File: config.mk
export PLATFORM = sky130hd
export DESIGN_NAME = datahub_xbar
export DESIGN_NICKNAME = d
export VERILOG_FILES = /design/src/rtl/datahub_xbar.sv
export SDC_FILE = /design/constraint.sdc
export NUM_CORES = 1
export LEC_CHECK = 0
export CAP_MARGIN = 0
export CORE_AREA = 2 2 98 100
export DETAILED_ROUTE_END_ITERATION = 8
export DIE_AREA = 0 0 100 102
export PLACE_DENSITY = 0.94
export RECOVER_POWER = 50
export SYNTH_ARGS = -nofsm -noshare
export SYNTH_HDL_FRONTEND = slang
export SYNTH_SLANG_ARGS = --single-unit
File: constraint.sdc
create_clock -name PrgmClk -period 6.5 [get_ports PrgmClk]
set_input_delay 1.3 -clock PrgmClk [delete_from_list [all_inputs] [get_ports PrgmClk]]
set_output_delay 1.3 -clock PrgmClk [all_outputs]
set_load 0.01 [all_outputs]
File: src/rtl/datahub_xbar.sv
// Double-buffered bit-level crossbar: per-bit input select plus per-output mask.
// Shadow config is programmed while the active config routes traffic; commit swaps them.
module datahub_xbar #(
   parameter  int BUSWIDTH = 8,
   parameter  int INPUTS   = 4,
   parameter  int OUTPUTS  = 4,
   localparam int ILOG2    = $clog2(INPUTS),
   localparam int OLOG2    = $clog2(OUTPUTS)
) (
   input  logic                         PrgmClk,
   input  logic                         Reset,
   input  logic [INPUTS*BUSWIDTH-1:0]   I,
   input  logic [ILOG2-1:0]             PrgmInSrc,
   input  logic [OLOG2-1:0]             PrgmOutSrc,
   input  logic [BUSWIDTH-1:0]          PrgmData,
   input  logic                         PrgmInEn,
   input  logic                         PrgmOutEn,
   input  logic                         PrgmCommit,
   output logic                         PrgmBusy,
   output logic                         PrgmErr,
   output logic                         Invalid,
   output logic [OUTPUTS*BUSWIDTH-1:0]  O
);

   typedef enum logic [2:0] {
      S_UNCFG,
      S_RUN,
      S_PROG,
      S_SWAP,
      S_FILL
   } state_t;

   state_t state_q, state_d;

   logic [BUSWIDTH-1:0][ILOG2-1:0]    sh_sel_q, sh_sel_d;
   logic [BUSWIDTH-1:0][ILOG2-1:0]    act_sel_q, act_sel_d;
   logic [OUTPUTS-1:0][BUSWIDTH-1:0]  sh_mask_q, sh_mask_d;
   logic [OUTPUTS-1:0][BUSWIDTH-1:0]  act_mask_q, act_mask_d;
   logic [OUTPUTS*BUSWIDTH-1:0]       o_q, o_d;
   logic                              err_q, err_d;

   logic                busy;
   logic                wr;
   logic                in_bad;
   logic                out_bad;
   logic [BUSWIDTH-1:0] data;

   assign busy    = (state_q == S_SWAP) || (state_q == S_FILL);
   assign wr      = PrgmInEn || PrgmOutEn;
   assign in_bad  = 32'(PrgmInSrc) >= 32'(INPUTS);
   assign out_bad = 32'(PrgmOutSrc) >= 32'(OUTPUTS);

   always_comb begin
      state_d    = state_q;
      sh_sel_d   = sh_sel_q;
      act_sel_d  = act_sel_q;
      sh_mask_d  = sh_mask_q;
      act_mask_d = act_mask_q;
      err_d      = err_q;
      o_d        = '0;
      data       = '0;

      if (!busy) begin
         if (PrgmInEn) begin
            if (in_bad) begin
               err_d = 1'b1;
            end else begin
               for (int b = 0; b < BUSWIDTH; b++) begin
                  if (PrgmData[b]) sh_sel_d[b] = PrgmInSrc;
               end
            end
         end
         if (PrgmOutEn) begin
            if (out_bad) err_d = 1'b1;
            else         sh_mask_d[PrgmOutSrc] = PrgmData;
         end
      end

      // A select can only ever hold an in-range index, so no fallback path is needed.
      for (int b = 0; b < BUSWIDTH; b++) begin
         for (int k = 0; k < INPUTS; k++) begin
            if (act_sel_q[b] == ILOG2'(k)) data[b] = I[k*BUSWIDTH+b];
         end
      end

      if (state_q != S_UNCFG) begin
         for (int k = 0; k < OUTPUTS; k++) begin
            o_d[k*BUSWIDTH +: BUSWIDTH] = act_mask_q[k] & data;
         end
      end

      case (state_q)
         S_UNCFG: begin
            if (PrgmCommit) state_d = S_SWAP;
         end
         S_RUN: begin
            if (PrgmCommit) state_d = S_SWAP;
            else if (wr)    state_d = S_PROG;
         end
         S_PROG: begin
            if (PrgmCommit) state_d = S_SWAP;
         end
         S_SWAP: begin
            act_sel_d  = sh_sel_q;
            act_mask_d = sh_mask_q;
            err_d      = 1'b0;
            state_d    = S_FILL;
         end
         S_FILL: begin
            state_d = S_RUN;
         end
         default: begin
            state_d = S_UNCFG;
         end
      endcase
   end

   always_ff @(posedge PrgmClk or posedge Reset) begin
      if (Reset) begin
         state_q    <= S_UNCFG;
         sh_sel_q   <= '0;
         act_sel_q  <= '0;
         sh_mask_q  <= '0;
         act_mask_q <= '0;
         o_q        <= '0;
         err_q      <= 1'b0;
      end else begin
         state_q    <= state_d;
         sh_sel_q   <= sh_sel_d;
         act_sel_q  <= act_sel_d;
         sh_mask_q  <= sh_mask_d;
         act_mask_q <= act_mask_d;
         o_q        <= o_d;
         err_q      <= err_d;
      end
   end

   assign PrgmBusy = busy;
   assign Invalid  = (state_q == S_UNCFG) || busy;
   assign PrgmErr  = err_q;
   assign O        = o_q;

endmodule
==> load_flow_metrics.sql <==
INSERT INTO impl_metrics (metric_group, metric, value, unit) VALUES
('outcome', 'result_of_the_run', 'finished with violations', ''),
('outcome', 'failing_checks', 'capacitance limit, slew limit', ''),
('sta', 'worst_slack', '2.57', 'ns'),
('logic_synthesis', 'netlist_instances', '419', ''),
('power_and_ir_drop', 'pwr_per_cell_area', '506', 'nW/um2'),
('place', 'place.detailed.hpwl', '6.95', 'mm'),
('sta', 'final-max-slew-violation-count', '78', ''),
('logic_synthesis', 'synthMostInstantiatedCell', 'nand2_1', ''),
('finish', 'layout.cell_area.non_filler', '6560', 'um2'),
('global_route', 'grt_max_degree', '78', ''),
('route', 'routedWlPerCell', '18.1', 'um'),
('global_route', 'met2_usage', '40.4', '%'),
('sta', 'timing.clock.skew', '0.00597', 'ns'),
('logic_synthesis', 'netlist_top_cells_area', 'dfrtp_1, nand2_1, mux2_2, and3_1, mux4_2', ''),
('logic_synthesis', 'ys.flop_type', 'dfrtp_1', ''),
('setup_path', 'critical_path_peak_fanout', '77', ''),
('job', 'maxCapViolations', '1', ''),
('logic_synthesis', 'count_of_flip_flops_with_a_built_in_enable_after_synthesis', '0', ''),
('sta', 'setup_violations', '0', ''),
('setup_path', 'crit_arrival', '4.51', 'ns'),
('setup_path', 'critical_path_s_top_delay_family', 'buffers and inverters', ''),
('sta', 'max_freq', '0.254', 'GHz'),
('clocking', 'cts_max_level', '4', ''),
('logic_synthesis', 'yosys-top-cells-count', 'nand2_1, dfrtp_1, mux2_2, and3_1', ''),
('finish', 'syn2layout_area_growth', '28.2', '%'),
('floorplan', 'io_pins', '84', ''),
('finish', 'final.fill_count', '555', ''),
('setup_path', 'worst-path-buf-inv', '3', ''),
('finish', 'post_layout_cell_count', '627', ''),
('sta', 'finalHoldViolations', '0', ''),
('clocking', 'ctsRootBufferMaster', 'clkbuf_8', ''),
('route', 'detail_route.wirelength', '11.3', 'mm'),
('setup_path', 'worstPathCellList', 'dlygate4sd3_1, clkinvlp_2, buf_4', ''),
('clocking', 'worst_skew_pair.late_latency', '0.51', 'ns'),
('finish', 'antenna_cells_inserted', '0', ''),
('route', 'vias_per_cell', '5.64', ''),
('global_route', 'gr-usage-met3', '6.50', '%'),
('power_and_ir_drop', 'post-layout-total-power', '3.32', 'mW'),
('floorplan', 'die_w', '100', 'um'),
('finish', 'nets', '554', ''),
('route', 'drt_pre_antenna_iters', '5', ''),
('floorplan', 'floorplan.die_area', '10200', 'um2'),
('floorplan', 'effective_utilization_at_floorplan', '56.2', '%'),
('global_route', 'groute.usage.overall', '23.8', '%'),
('global_route', 'global_route_wire_length_before_repair', '18.1', 'mm'),
('setup_path', 'critical-path-max-stage-delay', '1.80', 'ns'),
('setup_path', 'required', '7.08', 'ns'),
('power_and_ir_drop', 'leakage', '3.20', 'nW'),
('logic_synthesis', 'syn-num-nets', '468', ''),
('place', 'detailed_place.area', '6020', 'um2'),
('floorplan', 'floorplan.core_area', '9110', 'um2'),
('route', 'dr.first_iter.drc_count', '287', ''),
('clocking', 'max-clock-path-buffers', '2', ''),
('power_and_ir_drop', 'ir_drop', '0.250', 'mV'),
('route', 'post-route-drc-count', '0', ''),
('route', 'antenna_violating_nets_remaining', '0', ''),
('setup_path', 'endpoint_kind', 'async pin', ''),
('global_route', 'antenna_found_initial', '0', ''),
('sta', 'slew_headroom', '-116', '%'),
('place', 'pre_cts_ws', '3.16', 'ns'),
('logic_synthesis', 'mappedNetlistArea', '5120', 'um2'),
('logic_synthesis', 'synth.ff_latch_count', '131', ''),
('sta', 'rsz0062_at_grt', 'false', ''),
('setup_path', 'critPathLaunchType', 'input pin', ''),
('floorplan', 'placementRows', '35', ''),
('clocking', 'clk_pin_slew_worst_paths', '0.05', 'ns'),
('global_route', 'grt_remaining_overflow', '0', ''),
('clocking', 'cts_made_buffers', '17', ''),
('logic_synthesis', 'postSynthAreaPerCell', '12.2', 'um2'),
('setup_path', 'criticalPathCategory', 'in -> async', ''),
('place', 'gp_congestion', '0.799', '');
through the flow:
stage	util [%]	hold WS, ns
finish	72.1	0.463
detailed placement	66.1	0.454
CTS	72.1	0.464
floorplan	-	0.435
global route	72.1	0.484
global placement	66.1	0.446
final timing paths:
kind,from,end,slack [ns],depth (start not counted)
max in group PrgmClk,state_q[2]$_DFFE_PP0P_,Invalid,2.57,5
setup reg to reg,state_q[2]$_DFFE_PP0P_,sh_mask_q[15]$_DFFE_PP0P_,4.37,4
min in group asynchronous,Reset,O[5]$_DFF_PP0_,2.17,2
hold reg to reg,act_mask_q[6]$_DFFE_PP0P_,act_mask_q[6]$_DFFE_PP0P_,0.46,2
hold / removal,act_mask_q[6]$_DFFE_PP0P_,act_mask_q[6]$_DFFE_PP0P_,0.46,2
setup / recovery,Reset,sh_mask_q[30]$_DFFE_PP0P_,2.57,3
layer usage:
metal  vias up  share of wire [%]
li1       1562                  -
met1      1771                 40
met2       148                 51
met3        53                5.3
met4         0                3.9
met5         -                  0
layout make-up:
class                           instances  area (um2)  area share (%)
Clock buffer                           26         498            7.59
Timing Repair Buffer                   85         843            12.8
Clock inverter                          4        47.5           0.724
Tap cell                              111         139            2.12
Multi-Input combinational cell        267        1740            26.6
Sequential cell                       131        3280            49.9
Inverter                                3        15.0           0.229
placed cells by master, fill, tap and decap left out, drive strengths merged, types with 2 or more instances in the layout:
cell type      count
clkinvlp           2
dfrtp            131
clkinv             2
mux2              48
nor4b              2
mux4               8
nand2            153
dlygate4sd3       10
inv                2
clkbuf            26
buf                3
nor2               2
and3              32
clkdlybuf4s50     72
nor3               8
nand2b             2
where the power goes:
group / switching [mW] / total (mW) / internal, mW / leakage (nW)
Combinational: 0.525 / 1.04 / 0.512 / 1.29
Sequential: 0.215 / 1.41 / 1.20 / 1.64
Clock: 0.318 / 0.871 / 0.552 / 0.267
cells by family (layout without fill, tap and decap cells):
logic type,Yosys count,after routing,synth area share (%)
compound gates,4,4,0.538
buf+inv,21,118,1.91
flops,131,131,64.0
other cells,1,1,0.0733
mux,57,57,14.9
simple gates,205,205,18.6
state kept, by name, indices dropped and copies added (netlist names):
| register | flops |
|---|---|
| O | 32 |
| act_mask_q | 32 |
| sh_mask_q | 32 |
| act_sel_q | 16 |
| sh_sel_q | 16 |
| state_q | 3 |
worst reg2reg max path, delay by kind of cell, from the launching register on:
| family | cells | cell delay (ns) |
|---|---|---|
| flip-flops | 1 | 0.44 |
| AND/OR/NAND/NOR | 2 | 0.89 |
| buffers and inverters | 1 | 0.24 |
| multiplexers | 1 | 0.43 |
Note: power is estimated with default switching activity, not from simulation.
